File: config.mk
export PLATFORM = sky130hd
export DESIGN_NAME = pes_bc_ctrl
export DESIGN_NICKNAME = d
export VERILOG_FILES = /design/src/rtl/pes_bc_ctrl.sv
export SDC_FILE = /design/constraint.sdc
export NUM_CORES = 1
export LEC_CHECK = 0
export CORE_MARGIN = 4
export CORE_UTILIZATION = 40
export CTS_CLUSTER_SIZE = 10
export DETAILED_ROUTE_END_ITERATION = 6
export GPL_ROUTABILITY_DRIVEN = 0
export PLACE_DENSITY_LB_ADDON = 0.25
export SLEW_MARGIN = 25
export SYNTH_ARGS = -nofsm -noshare
export SYNTH_HDL_FRONTEND = slang
export SYNTH_SLANG_ARGS = --single-unit
File: constraint.sdc
create_clock -name Clk -period 3 [get_ports Clk]
set_clock_uncertainty 0.2 [all_clocks]
set_input_delay 0.6 -clock Clk [delete_from_list [all_inputs] [get_ports Clk]]
set_output_delay 0.6 -clock Clk [all_outputs]
set_load 0.05 [all_outputs]
File: src/rtl/pes_bc_ctrl.sv
// Command sequencer for a 4-bit bidirectional counter: clear, seek, sweep.
// Observes the live count and reports completion, abort and watchdog errors.
module pes_bc_ctrl #(
  parameter int WIDTH   = 4,
  parameter int TIMEOUT = 64
) (
  input  logic             Clk,
  input  logic             reset,
  input  logic             cmd_valid,
  output logic             cmd_ready,
  input  logic [1:0]       cmd_op,
  input  logic [WIDTH-1:0] cmd_target,
  input  logic             abort,
  input  logic [WIDTH-1:0] cnt_in,
  output logic             ctr_en,
  output logic             ctr_up,
  output logic             ctr_clr,
  output logic             busy,
  output logic             done,
  output logic             err
);

  localparam int WW = (TIMEOUT > 2) ? $clog2(TIMEOUT) : 1;
  localparam logic [WW-1:0] WD_MAX = WW'(TIMEOUT - 1);

  localparam logic [2:0] S_IDLE = 3'd0;
  localparam logic [2:0] S_CLR  = 3'd1;
  localparam logic [2:0] S_SEEK = 3'd2;
  localparam logic [2:0] S_UP   = 3'd3;
  localparam logic [2:0] S_DN   = 3'd4;
  localparam logic [2:0] S_DONE = 3'd5;

  logic [2:0]       state_q, state_d;
  logic [WIDTH-1:0] tgt_q, tgt_d;
  logic [WW-1:0]    wd_q, wd_d;
  logic             err_q, err_d;
  logic             done_q;

  logic at_tgt, at_zero, wd_hit, active;

  assign at_tgt  = (cnt_in == tgt_q);
  assign at_zero = (cnt_in == '0);
  assign wd_hit  = (wd_q == WD_MAX);
  assign active  = (state_q == S_SEEK) ||
                   (state_q == S_UP) ||
                   (state_q == S_DN);

  always_comb begin
    state_d   = state_q;
    tgt_d     = tgt_q;
    wd_d      = wd_q;
    err_d     = err_q;
    cmd_ready = (state_q == S_IDLE) && !abort;
    ctr_en    = 1'b0;
    ctr_up    = 1'b0;
    ctr_clr   = 1'b0;

    if (active && !wd_hit)
      wd_d = wd_q + 1'b1;

    unique case (state_q)
      S_IDLE: begin
        if (cmd_valid && cmd_ready) begin
          tgt_d = cmd_target;
          wd_d  = '0;
          err_d = 1'b0;
          unique case (cmd_op)
            2'b00: state_d = S_CLR;
            2'b01: state_d = S_SEEK;
            2'b10: state_d = S_UP;
            default: begin
              state_d = S_DONE;
              err_d   = 1'b1;
            end
          endcase
        end
      end
      S_CLR: begin
        ctr_clr = 1'b1;
        state_d = S_DONE;
      end
      S_SEEK: begin
        ctr_up = (tgt_q > cnt_in);
        ctr_en = !at_tgt;
        if (at_tgt) begin
          state_d = S_DONE;
        end else if (wd_hit) begin
          state_d = S_DONE;
          err_d   = 1'b1;
          ctr_en  = 1'b0;
        end
      end
      S_UP: begin
        ctr_up = 1'b1;
        ctr_en = !at_tgt;
        // The turn cycle is not a completion, so the watchdog still applies
        if (wd_hit) begin
          state_d = S_DONE;
          err_d   = 1'b1;
          ctr_en  = 1'b0;
        end else if (at_tgt) begin
          state_d = S_DN;
        end
      end
      S_DN: begin
        ctr_en = !at_zero;
        if (at_zero) begin
          state_d = S_DONE;
        end else if (wd_hit) begin
          state_d = S_DONE;
          err_d   = 1'b1;
          ctr_en  = 1'b0;
        end
      end
      S_DONE: state_d = S_IDLE;
      default: state_d = S_IDLE;
    endcase

    if (abort && (active || state_q == S_CLR)) begin
      state_d = S_IDLE;
      err_d   = err_q;
      ctr_en  = 1'b0;
      ctr_clr = 1'b0;
    end
  end

  always_ff @(posedge Clk) begin
    if (!reset) begin
      state_q <= S_IDLE;
      tgt_q   <= '0;
      wd_q    <= '0;
      err_q   <= 1'b0;
      done_q  <= 1'b0;
    end else begin
      state_q <= state_d;
      tgt_q   <= tgt_d;
      wd_q    <= wd_d;
      err_q   <= err_d;
      done_q  <= (state_d == S_DONE);
    end
  end

  assign busy = (state_q != S_IDLE);
  assign done = done_q;
  assign err  = err_q;

endmodule

==> results.md, run 1 <==
- The largest fanout on the critical path is 3.
- The register bit total from synthesis is 15.
- For the worst setup path, the data arrival time is 2.17 ns.
- The worst register-to-register path ends at wd_q[5].
- The xor-xnor portion of the synthesized cell area is 0.0178.
- TritonCTS built the clock tree.
- Detailed placement finished with a half-perimeter wire length of 1.89 mm.
- Entering global routing, the biggest net connects 11 pins.
- By area, the combinational part of the netlist is dominated by compound AO/OA/AOI/OAI gates.
- The category of the most critical setup path is in -> out.
- The synthesized netlist occupies a cell area of 986 µm².
- The arithmetic-cell share of the synthesized area counting full adders, half adders and majority gates is 0.102.
- The worst pin sits at a relative slew slack of 0.668.
- The tool flagged a number of max-cap violations equal to 0.
- The count of input and output buffers is 20.
- The share of total power dissipated in sequential elements is 0.280.
- The area growth from synthesis to layout is 37.6%.
- The share of total power dissipated in combinational logic is 0.596.
- The final cell count without fillers is 167.
- The number of antenna violations at the first check in global routing is 0.
- The number of cells in the design after placement is 163.
- For the worst setup path, the data required time is 2.20 ns.
- The cell-internal power is 0.557 mW.
- The DRC marker count from the first detailed-route iteration is 25.
- The startpoint identified for the worst register-to-register timing path is state_q[1].
- The number of nets in the synthesized netlist is 138.
- The worst-case setup slack after placement is -0.0387 ns.
- For flop-to-flop paths, the worst setup slack is 0.96 ns.
- The slew at the pin closest to its max-slew limit is 0.496 ns.
- The worst hold path belongs to the class reg -> reg.
- Hold repair after CTS inserted 0 buffers.
- The critical path goes through clkdlybuf4s50_1, inv_1, ha_4, nand4_1, o21ai_1, a31oi_1, o21a_1, buf_12.
- The main flop type after synthesis is dfxtp_1.
- The final global-route overflow total is 0.
- The number of clock buffers added by TritonCTS is 3.
- Counting flops with a built-in enable in the synthesized netlist gives 0.
- For this run, the number of Yosys warnings is 0.
- The design draws 1.01 mW.
- The post-route minimum period is 2.97 ns.
- Across all setup checks in the final design, the least slack found is 0.0291 ns.
- The number of placement rows is 17.
- On the critical path, the stage with the largest delay is an instance of clkdlybuf4s50_1.
- The highest clock rate is 337 MHz.
- The number of slew-limit violations in the final report was 0.
- STA classifies the critical path endpoint as an output pin.
- The first global-routing pass estimated 3.84 mm of wire.
- The die is 57.6 µm tall.
- The flow ran to the end, and the final reports show no timing, DRC or antenna violations.
- During I/O placement, the number of pins put on the boundary was 21.
- The core area is 2280 µm².
- The number of different library cells used by synthesis comes to 42.
- The die covers 3320 µm².
- The wire length per cell after detailed routing is 14.9 µm.
- The clock-pin slew reported for the worst setup and hold paths after clock tree synthesis is 0.10 ns.
- The library cell used most frequently in the layout, excluding fill and tap cells, is dfxtp_1.
- VDD sags by at most 0.526 mV.
- Hold timing on the final database bottoms out at a slack of 0.290 ns.
- Measured along the x axis, the die boundary spans 57.6 µm.
- The number of antenna diodes is 0.
- The starting utilization of the core area is 0.433.
- STA classifies the critical path startpoint as a primary input.
- The number of failing hold endpoints at the final stage is 0.
- The H-tree depth is 1.
- In the routed design, unresolved DRC markers number 0.
- Clock latency on the worst-skew pair, taken at its later pin, is 0.30 ns.
- The routed via count is 964.
- Of the total power, the clock network draws 0.123.
- Of the total power, the share spent switching nets is 0.447.
- The filler cells instantiated in the layout total 185.
- The most critical setup path has its endpoint at ctr_up.
- The root buffer cell is clkbuf_4.
- The clock passes through at most 2 buffers.
- The critical path startpoint is cnt_in[2].
- The share of the Yosys chip area taken by registers is 0.305.
- The routed wire length is 2.48 mm.
- The length of the first detailed-routing pass in iterations is 4.
- The portion of synthesized area spent on multiplexers is 0.
- Once layout is complete, the utilization of the core stands at 0.596.
- For this design the total switching power over the nets is 0.450 mW.
- The analysis attributes to cell leakage a power of 0.512 nW.
- The share of the synthesized area in compound gates (AO/OA/AOI/OAI) is 0.258.
- The worst hold path was traced through 2 stages.
- The cell count of the worst reg-to-reg path is 5.
- The power density of the placed cells is 743 nW/µm².
- The net count of the finished layout is 162.
- The largest single stage delay on the critical path is 0.48 ns.
- The clock net in this run drives a total of 15 sinks.
- The count of nets left with antenna violations after detail routing is 0.
- The mean area per synthesized cell is 8.50 µm².
- The final setup violation count is 0.
- Dividing the final minimum period by the clock period gives 0.990.
- The average vias per placed instance is 5.77.
- For this run, the total global-route usage over all layers was measured as 0.151.
- The via count of the first global-routing pass is 859.
- The ratio of cells with drive above 1 in the final layout is 0.165.
- In the layout the commonest cells are dfxtp_1 (15), clkdlybuf4s50_1 (14), nand2_1 (10).
- The fraction of synthesis flops using an asynchronous set or reset pin is 0.
- Of the total synthesized cell area, the portion taken by AND, OR, NAND and NOR gates is 0.245.
- The post-synthesis instance total is 116.
## how the worst min path moves through the flow
stage	from	to	slack, ns
2_1_floorplan	tgt_q[0]	tgt_q[0]	0.24
3_3_place_gp	tgt_q[0]	tgt_q[0]	0.26
3_5_place_dp	tgt_q[1]	tgt_q[1]	0.27
4_1_cts	wd_q[1]	wd_q[1]	0.29
5_1_grt	wd_q[1]	wd_q[1]	0.32
6_report	wd_q[1]	wd_q[1]	0.29
## sequential cells by signal, summed over array words and instances (netlist names)
| signal | flops |
|---|---|
| state_q | 3 |
| done | 1 |
| wd_q | 6 |
| tgt_q | 4 |
| err | 1 |
## power groups by stage
stage	clock network (mW)	logic, mW	registers [mW]
final	0.124	0.601	0.282
after global routing	0.136	0.636	0.286
after CTS	0.129	0.585	0.280
after detailed placement	0	0.581	0.285
after global placement	0	0.572	0.283
after floorplan	0	0.399	0.279
## logic make-up (layout without fill, tap and decap cells)
logic type                 count (synthesis)  after routing
and+or+nand+nor                           39             39
AOI/OAI and AO/OA                         37             37
DFF                                       15             15
buffers and inverters                     15             38
adders and majority gates                  8              8
xor gates and xnor gates                   2              2
## cell usage after synthesis (3+ instances only)
cell type / instances / area, µm²
dfxtp_1: 15 / 300
nand2_1: 11 / 41.3
inv_1: 9 / 33.8
o21ai_0: 9 / 45.0
ha_1: 8 / 100
a21oi_1: 7 / 35.0
nand3_1: 5 / 25.0
a21boi_0: 4 / 30.0
and3_1: 3 / 18.8
nor2_1: 3 / 11.3
nor2b_1: 3 / 18.8
## worst max-delay path, delay by kind of cell
family	cells	cell delay, ns
buffers and inverters	3	0.70
AO/OA/AOI/OAI	3	0.46
adder cells (fa/ha/maj)	1	0.24
AND/OR/NAND/NOR	1	0.16
## what timing repair did
item | 4_1_cts | 5_1_grt
pin swaps | 0 | 4
gates resized for setup | 1 | 8
buffers inserted | 0 | 0
setup endpoints to repair | 2 | 2
## metal layers
layer	global-route usage	routed length (µm)	vias to the layer above
met1	0.184	1130	457
met5	0	0	-
met4	0.0795	59	0
li1	-	-	475
met3	0.0356	100	7
met2	0.247	1200	25
## through the flow
step	TNS (ns)	area, µm²
global route	-0.0593	1360
detailed placement	-0.0399	1270
CTS	0	1310
floorplan	0	998
global placement	0	1270
finish	0	1360
## layout make-up
cell class | instances | area (µm²) | area share
Clock inverter | 1 | 5.00 | 0.00369
Inverter | 9 | 33.8 | 0.0249
Timing Repair Buffer | 25 | 283 | 0.208
Clock buffer | 3 | 22.5 | 0.0166
Sequential cell | 15 | 300 | 0.221
Multi-Input combinational cell | 86 | 677 | 0.499
Tap cell | 28 | 35.0 | 0.0258
No activity file was read; power rests on OpenSTA's default activity.
==> run 2: changes to the inputs <==
--- a/config.mk
+++ b/config.mk
@@ -10,7 +10,7 @@
 export CTS_CLUSTER_SIZE = 10
 export DETAILED_ROUTE_END_ITERATION = 6
 export GPL_ROUTABILITY_DRIVEN = 0
-export PLACE_DENSITY_LB_ADDON = 0.25
+export PLACE_DENSITY = 0.69
 export SLEW_MARGIN = 25
 export SYNTH_ARGS = -nofsm -noshare
 export SYNTH_HDL_FRONTEND = slang
==> run 2 against run 1 <==
Sequential cell count did not move. Register-to-register slack got worse by 0.08 ns. Global-route usage fell by 0.50 points. Sequential share of layout area rose by 0.23 points. First-iteration DRC count fell by 28%. Utilization fell by 0.60 points. Wire length fell by 4.0%. Non-clock buffer count did not move. Critical path depth fell by 2. Worst hold slack got worse by 0.0028 ns.
==> results.md, run 2 (same netlist as run 1, synthesis figures left out) <==
- The total negative slack for setup checks is 0 ns (unchanged).
- The global-route met1 utilization is 0.192 (+0.00838).
- The area growth from synthesis to layout is 36.2%.
- The routed via count came to 944 (-2.1%).
- The TritonCTS clock tree is done.
- The cell count of the worst reg-to-reg path is 4 (-1).
- The critical register-to-register path endpoint is wd_q[5].
- The number of antenna violations at the first check in global routing is 0 (unchanged).
- The hold path depth is 2 (unchanged).
- Tracing the worst setup path back leads to its startpoint at cnt_in[0].
- The routing layer with the top usage in global route is met2.
- The I/O pin count is 21 (unchanged).
- The DRC marker count from the first detailed-route iteration is 18 (-28%).
- The number of maximum-capacitance constraint violations is 0 (unchanged).
- The insertion delay to the later sink of the worst-skew pair is 0.30 ns (about the same).
- The worst setup path endpoint is ctr_en.
- The net count of the finished layout came to 162 (unchanged).
- The core utilization of the finished layout is 0.590 (-0.00605).
- The length of the first detailed-routing pass in iterations is 4 (unchanged).
- The final total power is 0.992 mW (-1.5%).
- The slew at the pin closest to its max-slew limit is 0.512 ns (+0.0158 ns).
- The largest registers in the layout are wd_q (6), tgt_q (4), state_q (3).
- The post-layout worst setup margin is 0.0605 ns (+0.0313 ns).
- The count of hold buffers inserted by post-cts repair is 0 (unchanged).
- The final hold slack is 0.287 ns (-0.00279 ns).
- The worst setup path is captured at an output pin.
- The count of nets left with antenna violations after detail routing is 0 (unchanged).
- The global-route total usage across every layer is 0.146 (-0.00499).
- The data arrival time of the worst path is 2.14 ns (-0.03 ns).
- The number of slew-limit violations in the final report is 0 (unchanged).
- The ratio of cells with drive above 1 in the final layout is 0.158 (-0.00719).
- The highest clock rate is 340 MHz (+1.1%).
- The post-layout instance area is 1340 µm² (-1.0%).
- The maximum count of clock buffers along a single path is 2 (unchanged).
- The power density of the placed cells is 739 nW/µm² (-0.48%).
- The portion of the clock cycle consumed by the worst path in the final layout is 0.980 (-0.0104).
- The run finished with clean final reports.
- The fraction of met2 tracks used by global routing is 0.232 (-0.0145).
- Leaving out fill and tap cells, the most frequent cell in the layout is dfxtp_1.
- The number of placement rows is 17 (unchanged).
- The area enclosed by the die boundary is 3320 µm² (unchanged).
- The maximum number of pins on one net before global-route repair was 11 (unchanged).
- The worst register-to-register path begins at state_q[2].
- The post-route minimum period is 2.94 ns (-0.0313 ns).
- The worst-case setup slack after placement is -0.0677 ns (-0.0290 ns).
- The total leakage power is 0.500 nW (-2.3%).
- The flip-flop count of the largest register after layout came to 6 (unchanged).
- The number of antenna diodes is 0 (unchanged).
- The number of cells in the design after placement is 162 (-0.61%).
- The starting utilization of the core area is 0.433 (unchanged).
- The root buffer cell is clkbuf_4.
- The post-place instance area is 1260 µm² (-0.59%).
- The remaining max-slew budget at the tightest pin is 0.656 (-0.0121).
- Setup repair after global routing left no endpoint under its margin.
- The via count of the first global-routing pass is 866 (+0.81%).
- The worst IR drop on VDD is 0.477 mV (-9.4%).
- The worst min-delay path category is reg -> reg.
- The flop-to-flop setup slack was 0.88 ns (-0.08 ns).
- The count of input and output buffers is 20 (unchanged).
- The chip height is 57.6 µm (unchanged).
- The core area is 2280 µm² (unchanged).
- The H-tree depth came to 1 (unchanged).
- The final global-route overflow total was 0 (unchanged).
- The routed wire length was 2.38 mm (-4.0%).
- The final cell count without fillers is 167 (unchanged).
- The largest fanout on the critical path is 3 (unchanged).
- The post-detailed-route DRC marker count is 0 (unchanged).
- The average vias per placed instance was 5.65 (-2.1%).
- The number of failing hold endpoints at the final stage is 0 (unchanged).
- The wire length of the first global-routing pass is 3.82 mm (-0.36%).
- The worst setup path is of the in -> out kind.
- The clock-pin slew reported for the worst setup and hold paths after clock tree synthesis came to 0.10 ns (about the same).
- The source of the worst hold timing path is tgt_q[0].
- The required time at the endpoint of the critical path is 2.20 ns (about the same).
- The number of buffers created by CTS came to 3 (unchanged).
- The startpoint type of the worst setup path is a primary input.
- The die width is 57.6 µm (unchanged).
- The clock net sink count is 15 (unchanged).
- The wire length per cell after detailed routing is 14.3 µm (-4.0%).
- More flip-flops sit in one register than any other, and that register is wd_q.
- The final setup violation count is 0 (unchanged).
- The final HPWL from detailed placement is 1.85 mm (-2.5%).
- The met3 layer usage reported by global route was 0.0512 (+0.0156).
- Leaving out fill and tap cells, the most frequent cells in the layout are dfxtp_1 (15), clkdlybuf4s50_1 (14), nand2_1 (10).
==> run 2: changes by cell type in the layout (fill, tap and decap cells not counted), sizes merged <==
| cell | before | now |
|---|---|---|
| clkinv | 1 | 0 |
| dlymetal6s2s | 2 | 1 |
| clkinvlp | 0 | 1 |
| dlygate4sd2 | 0 | 1 |
==> run 2: worst min path at each step <==
stage / slack [ns] / endpoint
finish: 0.29 / tgt_q[0]
global route: 0.32 / tgt_q[0]
CTS: 0.29 / tgt_q[0]
detailed placement: 0.28 / tgt_q[0]
global placement: 0.26 / tgt_q[0]
floorplan: 0.24 / tgt_q[0]
==> run 2: layout make-up <==
| class | count | area [µm²] |
|---|---|---|
| inverters | 9 | 33.8 |
| clock inverters | 1 | 7.51 |
| multi-input cells | 86 | 664 |
| repair buffers | 25 | 279 |
| well taps | 28 | 35.0 |
| clock buffers | 3 | 22.5 |
| flip-flops and latches | 15 | 300 |
| fillers | 195 | 933 |
==> run 2: critical path, stage by stage <==
cell,delay [ns]
clkdlybuf4s50_1,0.46
ha_1,0.32
nand4_1,0.16
nand2_2,0.09
a221oi_4,0.33
buf_12,0.18
==> run 2: timing repair <==
item / in CTS / in global routing
setup buffers: 0 / 1
pin swaps: 3 / 1
endpoints found under the setup margin: 2 / 2
gates resized for setup: 5 / 3
==> run 2: where the power goes <==
| part | internal [mW] | switching, mW | leakage, nW |
|---|---|---|---|
| sequential | 0.237 | 0.0634 | 0.122 |
| combinational | 0.262 | 0.306 | 0.364 |
| clock | 0.0508 | 0.0731 | 0.0139 |
==> run 2: per-layer routing <==
metal / wire (µm) / vias up / part of all wire
li1: - / 477 / -
met1: 1110 / 444 / 0.46
met2: 1140 / 21 / 0.48
met3: 120 / 2 / 0.050
met4: 15 / 0 / 0.0063
met5: 0 / - / 0
==> run 3: changes to the inputs <==
--- a/config.mk
+++ b/config.mk
@@ -7,6 +7,7 @@
 export LEC_CHECK = 0
 export CORE_MARGIN = 4
 export CORE_UTILIZATION = 40
+export CTS_CLUSTER_DIAMETER = 30
 export CTS_CLUSTER_SIZE = 10
 export DETAILED_ROUTE_END_ITERATION = 6
 export GPL_ROUTABILITY_DRIVEN = 0
==> results of run 3 <==
The final DEF is identical to that of run 2; final timing and power are the same.
